--- src/rtl/mdu_sequencer_if.sv ---
// Pipeline-to-MDU connection: EX-stage start/op/operands in, stall/valid/result back.
interface mdu_sequencer_if #(
    parameter int XLEN = 32
);
    logic            start_i;
    logic [2:0]      op_i;
    logic [XLEN-1:0] rs1_i;
    logic [XLEN-1:0] rs2_i;
    logic            flush_i;
    logic            hold_i;
    logic            stall_o;
    logic            valid_o;
    logic [XLEN-1:0] result_o;

    modport master (
        output start_i, op_i, rs1_i, rs2_i, flush_i, hold_i,
        input  stall_o, valid_o, result_o
    );

    modport slave (
        input  start_i, op_i, rs1_i, rs2_i, flush_i, hold_i,
        output stall_o, valid_o, result_o
    );
endinterface

--- src/rtl/mdu_sequencer.sv ---
// Iterative RV32M multiply/divide unit: radix-2 shift-add multiply and restoring
// divide on a shared datapath, one result per EX-stage instruction.
//
// state | meaning
// IDLE  | waiting for start; special divides resolve here in one cycle
// BUSY  | one radix-2 step per cycle, 32 steps, pipeline stalled
// DONE  | result valid; held while hold_i, then the instruction leaves EX
module mdu_sequencer #(
    parameter int XLEN  = 32,
    parameter int CNT_W = 6
) (
    input  logic            clk_i,
    input  logic            rst_i,
    mdu_sequencer_if.slave  bus
);
    localparam int W2 = 2 * XLEN;
    localparam logic [CNT_W-1:0] LAST_STEP = CNT_W'(XLEN - 1);
    localparam logic [XLEN-1:0]  MOST_NEG  = {1'b1, {(XLEN-1){1'b0}}};

    typedef enum logic [1:0] {ST_IDLE, ST_BUSY, ST_DONE} state_t;

    state_t          state_q;
    logic [W2-1:0]   acc_q;
    logic [XLEN-1:0] mcand_q;
    logic [XLEN-1:0] mplier_q;
    logic [CNT_W-1:0] cnt_q;
    logic [2:0]      op_q;
    logic            neg_q;
    logic            valid_q;
    logic [XLEN-1:0] result_q;

    // Operand decode for the start cycle
    logic            sgn_a, sgn_b, neg_start;
    logic [XLEN-1:0] mag_a, mag_b;
    logic            div_zero, div_ovf, special;
    logic [XLEN-1:0] special_res;

    always_comb begin
        sgn_a = bus.rs1_i[XLEN-1] & (bus.op_i == 3'b001 || bus.op_i == 3'b010 ||
                                     bus.op_i == 3'b100 || bus.op_i == 3'b110);
        sgn_b = bus.rs2_i[XLEN-1] & (bus.op_i == 3'b001 || bus.op_i == 3'b100 ||
                                     bus.op_i == 3'b110);
        mag_a = sgn_a ? (~bus.rs1_i + 1'b1) : bus.rs1_i;
        mag_b = sgn_b ? (~bus.rs2_i + 1'b1) : bus.rs2_i;
        // Remainder takes the dividend's sign; everything else the XOR
        neg_start = (bus.op_i[2] & bus.op_i[1]) ? sgn_a : (sgn_a ^ sgn_b);

        div_zero = bus.op_i[2] & (bus.rs2_i == '0);
        div_ovf  = bus.op_i[2] & ~bus.op_i[0] & (bus.rs1_i == MOST_NEG) & (bus.rs2_i == '1);
        special  = div_zero | div_ovf;
        if (div_zero)
            special_res = bus.op_i[1] ? bus.rs1_i : '1;
        else
            special_res = bus.op_i[1] ? '0 : MOST_NEG;
    end

    // One radix-2 step of each algorithm and the sign-corrected final result
    logic [XLEN:0]   sum_mul;
    logic [W2-1:0]   acc_mul;
    logic [XLEN:0]   rem_sh;
    logic            fits;
    logic [XLEN-1:0] rem_nxt, quot_nxt;
    logic [W2-1:0]   mag_fin, sgn_fin;
    logic [XLEN-1:0] fin_res;

    always_comb begin
        sum_mul  = {1'b0, acc_q[W2-1:XLEN]} + {1'b0, (mplier_q[0] ? mcand_q : {XLEN{1'b0}})};
        acc_mul  = {sum_mul, acc_q[XLEN-1:1]};
        rem_sh   = {acc_q[XLEN-1:0], mplier_q[XLEN-1]};
        fits     = (rem_sh >= {1'b0, mcand_q});
        rem_nxt  = fits ? (rem_sh[XLEN-1:0] - mcand_q) : rem_sh[XLEN-1:0];
        quot_nxt = {mplier_q[XLEN-2:0], fits};
        mag_fin  = op_q[2] ? {{XLEN{1'b0}}, (op_q[1] ? rem_nxt : quot_nxt)} : acc_mul;
        sgn_fin  = neg_q ? (~mag_fin + 1'b1) : mag_fin;
        fin_res  = (!op_q[2] && op_q[1:0] != 2'b00) ? sgn_fin[W2-1:XLEN] : sgn_fin[XLEN-1:0];
    end

    assign bus.stall_o  = ((state_q == ST_IDLE) & bus.start_i & ~bus.flush_i) |
                          (state_q == ST_BUSY);
    assign bus.valid_o  = valid_q;
    assign bus.result_o = result_q;

    always_ff @(posedge clk_i) begin
        if (rst_i) begin
            state_q  <= ST_IDLE;
            acc_q    <= '0;
            mcand_q  <= '0;
            mplier_q <= '0;
            cnt_q    <= '0;
            op_q     <= '0;
            neg_q    <= 1'b0;
            valid_q  <= 1'b0;
            result_q <= '0;
        end else if (bus.flush_i) begin
            state_q <= ST_IDLE;
            valid_q <= 1'b0;
            cnt_q   <= '0;
        end else begin
            case (state_q)
                ST_IDLE: begin
                    if (bus.start_i) begin
                        op_q  <= bus.op_i;
                        cnt_q <= '0;
                        if (special) begin
                            result_q <= special_res;
                            valid_q  <= 1'b1;
                            state_q  <= ST_DONE;
                        end else begin
                            acc_q    <= '0;
                            mcand_q  <= mag_b;
                            mplier_q <= mag_a;
                            neg_q    <= neg_start;
                            state_q  <= ST_BUSY;
                        end
                    end
                end
                ST_BUSY: begin
                    acc_q    <= op_q[2] ? {{XLEN{1'b0}}, rem_nxt} : acc_mul;
                    mplier_q <= op_q[2] ? quot_nxt : {1'b0, mplier_q[XLEN-1:1]};
                    cnt_q    <= cnt_q + 1'b1;
                    if (cnt_q == LAST_STEP) begin
                        result_q <= fin_res;
                        valid_q  <= 1'b1;
                        state_q  <= ST_DONE;
                    end
                end
                ST_DONE: begin
                    if (!bus.hold_i) begin
                        valid_q <= 1'b0;
                        state_q <= ST_IDLE;
                    end
                end
                default: state_q <= ST_IDLE;
            endcase
        end
    end
endmodule
--- src/flat_wrapper.sv ---
// flat-port wrapper written by rule: the top's interface ports become plain ports
module mdu_sequencer_flat 
#(
    parameter int XLEN  = 32,
    parameter int CNT_W = 6
)
  (clk_i, rst_i, bus_start_i, bus_op_i, bus_rs1_i, bus_rs2_i, bus_flush_i, bus_hold_i, bus_stall_o, bus_valid_o, bus_result_o);
  mdu_sequencer_if #(.XLEN(XLEN)) bus_i ();
  input  logic clk_i;
  input  logic rst_i;
  input wire logic [$bits(bus_i.start_i)-1:0] bus_start_i;
  input wire logic [$bits(bus_i.op_i)-1:0] bus_op_i;
  input wire logic [$bits(bus_i.rs1_i)-1:0] bus_rs1_i;
  input wire logic [$bits(bus_i.rs2_i)-1:0] bus_rs2_i;
  input wire logic [$bits(bus_i.flush_i)-1:0] bus_flush_i;
  input wire logic [$bits(bus_i.hold_i)-1:0] bus_hold_i;
  output wire logic [$bits(bus_i.stall_o)-1:0] bus_stall_o;
  output wire logic [$bits(bus_i.valid_o)-1:0] bus_valid_o;
  output wire logic [$bits(bus_i.result_o)-1:0] bus_result_o;
  assign bus_i.start_i = bus_start_i;
  assign bus_i.op_i = bus_op_i;
  assign bus_i.rs1_i = bus_rs1_i;
  assign bus_i.rs2_i = bus_rs2_i;
  assign bus_i.flush_i = bus_flush_i;
  assign bus_i.hold_i = bus_hold_i;
  assign bus_stall_o = bus_i.stall_o;
  assign bus_valid_o = bus_i.valid_o;
  assign bus_result_o = bus_i.result_o;
  mdu_sequencer #(.XLEN(XLEN), .CNT_W(CNT_W)) u_core (.clk_i(clk_i), .rst_i(rst_i), .bus(bus_i));
endmodule
--- config.mk ---
export PLATFORM = sky130hd
export DESIGN_NAME = mdu_sequencer_flat
export DESIGN_NICKNAME = d
export VERILOG_FILES = /design/src/rtl/mdu_sequencer_if.sv /design/src/rtl/mdu_sequencer.sv /design/src/flat_wrapper.sv
export SDC_FILE = /design/constraint.sdc
export NUM_CORES = 1
export LEC_CHECK = 0
export ABC_CLOCK_PERIOD_IN_PS = 5500
export BUFFER_PORTS_ARGS = -buffer_cell sky130_fd_sc_hd__buf_2
export CORE_MARGIN = 3
export CORE_UTILIZATION = 40
export CTS_CLUSTER_DIAMETER = 80
export DETAILED_ROUTE_END_ITERATION = 8
export PLACE_DENSITY = 0.6
export SETUP_SLACK_MARGIN = 0.3
export SLEW_MARGIN = 20
export SYNTH_ARGS = -nofsm -noshare
export SYNTH_HDL_FRONTEND = slang
export SYNTH_SLANG_ARGS = --single-unit
--- constraint.sdc ---
create_clock -name clk_i -period 5.5 [get_ports clk_i]
set_clock_uncertainty 0.05 [all_clocks]
set_input_delay 1.1 -clock clk_i [delete_from_list [all_inputs] [get_ports clk_i]]
set_output_delay 1.1 -clock clk_i [all_outputs]
set_load 0.1 [all_outputs]
==> results of run 1 <==
==> cell type report <==
cell class | instances | area, µm²
Antenna cell | 2 | 5.00
Clock buffer | 21 | 470
Clock inverter | 11 | 108
Fill cell | 4364 | 22300
Inverter | 76 | 285
Multi-Input combinational cell | 2040 | 13200
Sequential cell | 173 | 3480
Tap cell | 539 | 674
Timing Repair Buffer | 243 | 1600
==> cells by family (layout without fill, tap and decap cells) <==
kind of cell / after synthesis / count (layout) / synth area share
AND/OR/NAND/NOR: 963 / 964 / 0.270
AO/OA/AOI/OAI: 825 / 825 / 0.321
buffers and inverters: 244 / 351 / 0.0564
flip-flops: 173 / 173 / 0.202
XOR/XNOR: 119 / 119 / 0.0609
adder cells (fa/ha/maj): 71 / 71 / 0.0528
multiplexers: 61 / 61 / 0.0364
other: 0 / 2 / 0
==> stage by stage <==
| stage | setup slack [ns] | util |
|---|---|---|
| detailed placement | 0.207 | 0.443 |
| CTS | 0.339 | 0.456 |
| finish | 0.367 | 0.470 |
| global route | 0.294 | 0.470 |
| floorplan | 0.794 | - |
| global placement | 0.261 | 0.443 |
==> worst register-to-register path, cell delays in order, from the launching register on <==
cell and delay (ns):
dfxtp_1 0.39, inv_1 0.11, ha_2 0.41, nand4_1 0.24, nor4_4 0.21, a41oi_2 0.20
and3_4 0.25, buf_4 0.17, and3_4 0.18, o31ai_4 0.29, nand3_1 0.12, or4_4 0.64
or4_2 0.75, nor4_1 0.26, a31oi_1 0.06, a2111oi_0 0.56, nor3_1 0.08
==> power by group <==
group / internal [mW] / leakage, nW / switching [mW]
sequential: 1.29 / 1.41 / 0.0502
combinational: 0.455 / 5.95 / 0.857
clock: 0.662 / 0.280 / 0.603
total: 2.41 / 7.64 / 1.51
==> worst min path at each step <==
stage,cells past startpoint,end
2_1_floorplan,2,u_core.op_q[0]$_SDFFE_PP0P_
5_1_grt,2,u_core.bus.result_o[8]$_SDFFE_PP0P_
3_3_place_gp,2,u_core.bus.result_o[8]$_SDFFE_PP0P_
3_5_place_dp,2,u_core.bus.result_o[8]$_SDFFE_PP0P_
6_report,2,u_core.bus.result_o[8]$_SDFFE_PP0P_
4_1_cts,2,u_core.bus.result_o[8]$_SDFFE_PP0P_
==> timing repair <==
item                                    4_1_cts  5_1_grt
gates cloned                                  0        2
pin swaps                                     0       17
hold buffers                                  0        0
gates resized for setup                       1      108
buffers inserted                              0       12
endpoints found under the setup margin        6       27
==> routing by layer <==
layer | global-route usage | wire length, µm | vias to the layer above
li1 | - | - | 9288
met1 | 0.462 | 33800 | 9742
met2 | 0.522 | 34400 | 1050
met3 | 0.0626 | 7010 | 245
met4 | 0.191 | 4910 | 4
met5 | 0 | 25 | -
==> registers in the layout (all words and copies together) (netlist names) <==
signal               count
u_core.state_q           2
u_core.acc_q            64
u_core.neg_q             1
u_core.mplier_q         32
u_core.bus.result_o     32
u_core.cnt_q             6
u_core.mcand_q          32
u_core.op_q              3
u_core.bus.valid_o       1
==> Yosys cell counts (all sizes together) (13+ instances only) <==
master / instances
nand4: 36
a31oi: 30
nand2: 184
nor4: 32
clkbuf: 132
xor2: 48
dfxtp: 173
or2: 15
o41ai: 15
nand2b: 20
o21ai: 150
mux2i: 51
xnor2: 71
nand3: 51
nor2: 384
a211oi: 90
nor3: 84
buf: 36
inv: 76
o211ai: 35
o31ai: 31
nor2b: 20
and2: 46
o21bai: 14
or3: 26
a21oi: 241
ha: 69
a311oi: 22
a21o: 27
a22oi: 34
and3: 21
a221oi: 13
==> impl_metrics.tcl, run 1 <==
set metrics [dict create \
    status "finished, final reports clean" \
    critical_path_cell_count 16 \
    initial_core_util 0.406 \
    clk_pin_slew_ns 0.07 \
    synthFlopType "dfxtp_1" \
    cts_buffers 17 \
    hold_path.startpoint "u_core.bus.result_o[8]$_SDFFE_PP0P_" \
    cts_tree "yes" \
    layout-drive-gt1-share 0.168 \
    die_w_um 213 \
    syn2layout_area_growth_pct 15.7 \
    reg2reg_depth 16 \
    period_minus_slack_ns 5.13 \
    wl_per_cell_um 25.8 \
    io_pins 106 \
    mostFrequentLayoutCells "nor2_1 (376), a21oi_1 (231), nand2_1 (181)" \
    grt_pass1_vias 18737 \
    syn_area_um2 17100 \
    nets 2694 \
    yosysSeqAreaShare 0.202 \
    synthesis.nets 2599 \
    worstPathRequired_ns 5.79 \
    vdd_drop_max_uv 166 \
    clk_path_buf_depth 2 \
    die_y_um 213 \
    design.core.area_um2 42100 \
    antenna_found_initial 4 \
    r2r_start "u_core.mcand_q[9]$_SDFFE_PP0P_" \
    synth-async-reset-ratio 0 \
    grt-ovfl-total 0 \
    cts_max_level 4 \
    clkLatencyLatePin_ns 0.50 \
    r2r_slack_ns 0.37 \
    max_freq_ghz 0.195 \
    worstSetupEndpointType "flip-flop" \
    yosys.area.top_type "dfxtp_1" \
    antenna_left 0 \
    port_buffers 105 \
    leakage_nw 7.64 \
    yosys_warnings 0 \
    synth_area_leaders "dfxtp_1 (20%), nor2_1 (8.4%), a21oi_1 (7.0%)" \
    num_rows 75 \
    root_buffer "clkbuf_16" \
    die_area_um2 45300 \
    hold_ws_ns 0.408 \
    routed_via_density 6.55 \
    drc 0 \
    power_density_nw_per_um2 198 \
    clock_sinks 173 \
    cp-startpoint "u_core.mcand_q[9]$_SDFFE_PP0P_" \
    reg2reg_to "u_core.bus.result_o[7]$_SDFFE_PP0P_" \
    syn_avg_cell_area_um2 6.97 \
    path_class "reg2reg" \
    setup_tns_ns 0 \
    total_power_mw 3.92 \
    synth_cell_types 101 \
    slowest_delay_ns 0.75 \
    slew_headroom 0.325 \
    synth_edf_count 0 \
    gp_congestion 1.05 \
    yosysTopAreaCellShare 0.202 \
    worst_slew_pin_slew_ns 1.01 \
    grt_usage 0.344 \
    setup_violations 0 \
    cpLargestDelayFamily "simple AND/OR/NAND/NOR gates" \
    grt_setup_unrepaired "false" \
    drt-total-wl_um 80200 \
    drtPass1Iterations 6 \
    drtIter0Drc 2403 \
    crit_top_cell "and3_4" \
    crit_fanout 9 \
    fin_area_um2 19800 \
    grt_pass1_wl_um 118000 \
    slowest_stage "or4_2" \
    arrival_ns 5.42 \
    slew_viol_final 0 \
    hold_viol_final 0 \
    crit_chain "inv_1 > ha_2 > nand4_1 > nor4_4 > a41oi_2 > and3_4 > buf_4 > and3_4 > o31ai_4 > nand3_1 > or4_4 > or4_2 > nor4_1 > a31oi_1 > a2111oi_0 > nor3_1" \
    ys_seq_elements 173 \
    maxCapViolCount 0 \
    synthCells 2456 \
    dp_cells 3057 \
    critPathCapture "u_core.bus.result_o[7]$_SDFFE_PP0P_" \
    fin_crit_sh 0.933 \
    vias 20329 \
    mostFrequentLayoutCell "nor2_1" \
    postPlaceCellArea_um2 18600 \
    dp_hpwl_um 62600 \
    grt_max_degree 87 \
    cp_num_buf_inv 2 \
    hold_class "reg2reg" \
    fin_cells 3105 \
    startpoint_type "flip-flop" \
]
Power figures use the tool's default switching activity.
==> inputs of run 2 (changes only) <==
--- a/config.mk
+++ b/config.mk
@@ -13,7 +13,6 @@
 export DETAILED_ROUTE_END_ITERATION = 8
 export PLACE_DENSITY = 0.6
 export SETUP_SLACK_MARGIN = 0.3
-export SLEW_MARGIN = 20
 export SYNTH_ARGS = -nofsm -noshare
 export SYNTH_HDL_FRONTEND = slang
 export SYNTH_SLANG_ARGS = --single-unit
==> constraint.sdc (replaced) <==
create_clock -name clk_i -period 5.5 [get_ports clk_i]
set_clock_uncertainty 0.05 [all_clocks]
set_input_delay 0.275 -clock clk_i [delete_from_list [all_inputs] [get_ports clk_i]]
set_output_delay 0.275 -clock clk_i [all_outputs]
set_load 0.1 [all_outputs]
==> run 2 against run 1 <==
  * Core utilization is 0.18 points higher
  * Total power is 0.19% lower
  * Critical path depth rose by 3
  * Worst setup slack better by 0.077 ns
  * First-iteration DRC count decreased by 6.9%
  * Highest routed layer unchanged
==> impl_metrics.tcl, run 2 (synthesis results as in run 1) <==
set metrics [dict create \
    hold_viol_final 0 \
    mostFrequentLayoutCells "nor2_1 (377), a21oi_1 (232), nand2_1 (183)" \
    period_minus_slack_ns 5.06 \
    grt_pass1_vias 18325 \
    vdd_drop_max_uv 182 \
    largest_reg_flops 64 \
    fin_crit_sh 0.919 \
    nets 2722 \
    grt_max_degree 74 \
    arrival_ns 5.35 \
    io_pins 106 \
    cts_buffers 17 \
    worstPathRequired_ns 5.80 \
    grt_usage 0.338 \
    slowest_stage "or4_4" \
    hold_class "in2reg" \
    design.core.area_um2 42100 \
    utilization 0.472 \
    setup_tns_ns 0 \
    antenna_left 0 \
    die_y_um 213 \
    crit_top_cell "buf_4" \
    path_class "reg2reg" \
    clkLatencyLatePin_ns 0.50 \
    slew_headroom 0.223 \
    r2r_slack_ns 0.44 \
    drt-total-wl_um 78500 \
    place_ws_ns -0.0207 \
    status "finished, final reports clean" \
    root_buffer "clkbuf_16" \
    die_area_um2 45300 \
    grt_setup_unrepaired "true" \
    maxCapViolCount 0 \
    grt-ovfl-total 0 \
    power_density_nw_per_um2 197 \
    leakage_nw 7.77 \
    crit_fanout 10 \
    num_antenna_cells 0 \
    crit_chain "inv_1 > ha_1 > nand2_1 > a211o_1 > a21boi_4 > buf_12 > o31ai_4 > buf_4 > buf_4 > and3_4 > o31ai_4 > nand3_1 > or4_4 > or4_4 > o31ai_1 > xnor2_1 > a221oi_1 > buf_4 > a211oi_1" \
    worstSetupEndpointType "flip-flop" \
    startpoint_type "flip-flop" \
    cpLargestDelayFamily "compound AO/OA/AOI/OAI gates" \
    grt_pass1_wl_um 115000 \
    fin_area_um2 19900 \
    slew_viol_final 0 \
    max_freq_ghz 0.198 \
    fin_ws_ns 0.444 \
    cp_num_buf_inv 5 \
    initial_core_util 0.406 \
    clock_sinks 173 \
    drtPass1Iterations 7 \
    top_register "u_core.acc_q" \
    port_buffers 105 \
    layout-drive-gt1-share 0.168 \
    syn2layout_area_growth_pct 16.1 \
    gp_congestion 1.01 \
    cts_tree "yes" \
    slowest_delay_ns 0.54 \
    total_power_mw 3.91 \
    worst_slew_pin_slew_ns 1.16 \
    drtIter0Drc 2237 \
    postPlaceCellArea_um2 18900 \
    num_rows 75 \
    clk_pin_slew_ns 0.08 \
    die_w_um 213 \
    clk_path_buf_depth 2 \
    cts_max_level 4 \
    antenna_found_initial 3 \
    wl_per_cell_um 25.1 \
    dp_hpwl_um 61300 \
    drc 0 \
    vias 20083 \
    routed_via_density 6.41 \
    setup_violations 0 \
    mostFrequentLayoutCell "nor2_1" \
]
[run 2: power breakdown]
part / switching, mW / internal (mW) / total, mW / leakage, nW
Combinational: 0.857 / 0.466 / 1.32 / 6.09
Clock: 0.576 / 0.671 / 1.25 / 0.269
Sequential: 0.0495 / 1.29 / 1.34 / 1.41
Total: 1.48 / 2.43 / 3.91 / 7.76
[run 2: final timing paths]
| path | from | endpoint | cells past startpoint |
|---|---|---|---|
| max reg2reg | u_core.mcand_q[3]$_SDFFE_PP0P_ | u_core.bus.result_o[27]$_SDFFE_PP0P_ | 19 |
| max | u_core.mcand_q[3]$_SDFFE_PP0P_ | u_core.bus.result_o[27]$_SDFFE_PP0P_ | 19 |
| min reg2reg | u_core.bus.result_o[8]$_SDFFE_PP0P_ | u_core.bus.result_o[8]$_SDFFE_PP0P_ | 2 |
| min | bus_rs2_i[1] | u_core.mcand_q[1]$_SDFFE_PP0P_ | 3 |
[run 2: layer usage]
layer,track usage,part of all wire
met1,0.455,0.43
met2,0.518,0.44
met3,0.0623,0.083
met4,0.166,0.053
met5,0,0.00028
[run 2: area by class of cell]
| type | count | area, µm² |
|---|---|---|
| multi-input cells | 2039 | 13000 |
| clock buffers | 24 | 492 |
| flip-flops and latches | 173 | 3480 |
| fillers | 4327 | 22300 |
| well taps | 539 | 674 |
| clock inverters | 8 | 82.6 |
| inverters | 76 | 285 |
| repair buffers | 272 | 1860 |
[run 2: stage by stage]
step                hold WS [ns]  std cells
finish                    0.0452       3131
floorplan                  0.361       2456
global placement           0.396       3084
CTS                       0.0139       3119
detailed placement         0.412       3084
global route              0.0462       3131
[run 2: timing repair]
item                                   4_1_cts  5_1_grt
endpoints found under the hold margin        1        0
pin swaps                                    2       18
resized for setup                           11       66
setup endpoints to repair                    5       30
hold buffers                                 1        0
buffers inserted                             2       12
[run 2: worst reg2reg max path, delay by kind of cell (launching register included)]
kind | cells | cell delay [ns]
compound gates | 7 | 1.74
simple gates | 5 | 1.52
buf+inv | 5 | 0.74
flops | 1 | 0.38
fa+ha+maj | 1 | 0.37
xor+xnor | 1 | 0.12
==> inputs of run 3 (changes only) <==
--- a/config.mk
+++ b/config.mk
@@ -12,6 +12,7 @@
 export CTS_CLUSTER_DIAMETER = 80
 export DETAILED_ROUTE_END_ITERATION = 8
 export PLACE_DENSITY = 0.6
+export REMOVE_ABC_BUFFERS = 1
 export SETUP_SLACK_MARGIN = 0.3
 export SYNTH_ARGS = -nofsm -noshare
 export SYNTH_HDL_FRONTEND = slang
==> constraint.sdc (replaced) <==
create_clock -name clk_i -period 5.5 [get_ports clk_i]
set_clock_uncertainty 0.05 [all_clocks]
set_input_delay 1.375 -clock clk_i [delete_from_list [all_inputs] [get_ports clk_i]]
set_output_delay 1.375 -clock clk_i [all_outputs]
set_load 0.1 [all_outputs]
==> run 3 against run 2 <==
  * Clock power rose by 4%
  * Cell count decreased by 0.86%
  * Die area unchanged
  * Routed wire length decreased by 0.52%
  * Sequential power about the same
  * Via count shrank 0.13%
  * Maximum frequency shrank 1.3%
  * Total power is 1.0% higher
==> impl_metrics.tcl, run 3 (synthesis results as in run 1) <==
set metrics [dict create \
    arrival_ns 5.42 \
    antenna_found_initial 0 \
    die_area_um2 45300 \
    r2r_slack_ns 0.38 \
    status "finished, final reports clean" \
    path_class "reg2reg" \
    grt_pass1_wl_um 115000 \
    design.core.area_um2 42100 \
    power_density_nw_per_um2 200 \
    hold_buffers 0 \
    drtIter0Drc 2347 \
    clk_path_buf_depth 2 \
    worstPathRequired_ns 5.80 \
    hold_class "reg2reg" \
    layout-drive-gt1-share 0.159 \
    num_antenna_cells 0 \
    antenna_left 0 \
    hold_viol_final 0 \
    mostFrequentLayoutCells "nor2_1 (376), a21oi_1 (234), nand2_1 (181)" \
    startpoint_type "flip-flop" \
    clk_pin_slew_ns 0.07 \
    vdd_drop_max_uv 174 \
    slew_viol_final 0 \
    worstSetupEndpointType "flip-flop" \
    grt-ovfl-total 0 \
    die_y_um 213 \
    max_freq_ghz 0.195 \
    drtPass1Iterations 6 \
    fin_cells 3104 \
    dp_hpwl_um 60600 \
    dp_cells 3059 \
    cts_buffers 17 \
    initial_core_util 0.406 \
    drc 0 \
    nets 2695 \
    cts_tree "yes" \
    worst_slew_pin_slew_ns 1.03 \
    drt-total-wl_um 78000 \
    total_power_mw 3.95 \
    port_buffers 105 \
    top_register "u_core.acc_q" \
    mostFrequentLayoutCell "nor2_1" \
    io_pins 106 \
    clock_sinks 173 \
    crit_fanout 14 \
    period_minus_slack_ns 5.12 \
    setup_violations 0 \
    root_buffer "clkbuf_16" \
    largest_reg_flops 64 \
    die_w_um 213 \
    grt_max_degree 78 \
    routed_via_density 6.46 \
    slew_headroom 0.313 \
    grt_usage 0.334 \
    fin_area_um2 19800 \
    grt_pass1_vias 18216 \
    vias 20057 \
    postPlaceCellArea_um2 18700 \
    fin_crit_sh 0.931 \
    grt_setup_unrepaired "false" \
    clkLatencyLatePin_ns 0.48 \
    wl_per_cell_um 25.1 \
    leakage_nw 7.68 \
    gp_congestion 1.00 \
    syn2layout_area_growth_pct 15.6 \
    cts_max_level 4 \
    num_rows 75 \
    maxCapViolCount 0 \
]
run 3: path summary, 6_finish.rpt:
check	start	endpoint	depth (start not counted)
min reg2reg	u_core.bus.result_o[8]$_SDFFE_PP0P_	u_core.bus.result_o[8]$_SDFFE_PP0P_	2
max	u_core.mcand_q[24]$_SDFFE_PP0P_	u_core.bus.result_o[29]$_SDFFE_PP0P_	17
max reg2reg	u_core.mcand_q[24]$_SDFFE_PP0P_	u_core.bus.result_o[29]$_SDFFE_PP0P_	17
min	u_core.bus.result_o[8]$_SDFFE_PP0P_	u_core.bus.result_o[8]$_SDFFE_PP0P_	2
run 3: timing repair:
action,4_1_cts,5_1_grt
resized for setup,10,68
endpoints found under the setup margin,6,27
setup buffers,0,12
gates cloned,0,1
pin swaps,2,14
run 3: cell type report:
class                   instances  area [µm²]
clock buffers                  19         464
clock inverters                13         139
fillers                      4384       22300
repair buffers                244        1690
inverters                      76         285
well taps                     539         674
multi-input cells            2040       13100
flip-flops and latches        173        3470
run 3: critical path, stage by stage, from the launching register on:
cell and delay (ns):
dfxtp_1 0.38, inv_1 0.06, ha_1 0.29, buf_4 0.15, nand4_1 0.17, nor3_4 0.31, a41oi_2 0.21, and3_4 0.25
buf_4 0.20, and3_4 0.20, o31ai_4 0.20, nand3_1 0.12, or4_4 0.62, or4_4 0.63, o41ai_2 0.37, xor2_1 0.15
a221oi_2 0.47, a211oi_2 0.12
run 3: where the power goes:
part,internal (mW),leakage (nW),switching [mW]
combinational,0.463,5.98,0.846
clock,0.708,0.294,0.594
sequential,1.29,1.41,0.0488
total,2.46,7.68,1.49
run 3: layer usage:
metal	vias to the layer above	part of all wire	track usage
li1	9278	-	-
met1	9745	0.43	0.456
met2	896	0.45	0.537
met3	138	0.073	0.0417
met4	0	0.044	0.130
met5	-	0	0
run 3: metrics by stage:
| step | TNS [ns] | utilization | hold slack, ns | setup slack, ns |
|---|---|---|---|---|
| after global routing | 0 | 0.470 | 0.439 | 0.285 |
| after CTS | 0 | 0.460 | 0.406 | 0.332 |
| after detailed placement | 0 | 0.445 | 0.398 | 0.155 |
| after floorplan | -105.11 | - | 0.394 | -3.23 |
| final | 0 | 0.470 | 0.410 | 0.379 |
| after global placement | 0 | 0.445 | 0.391 | 0.201 |
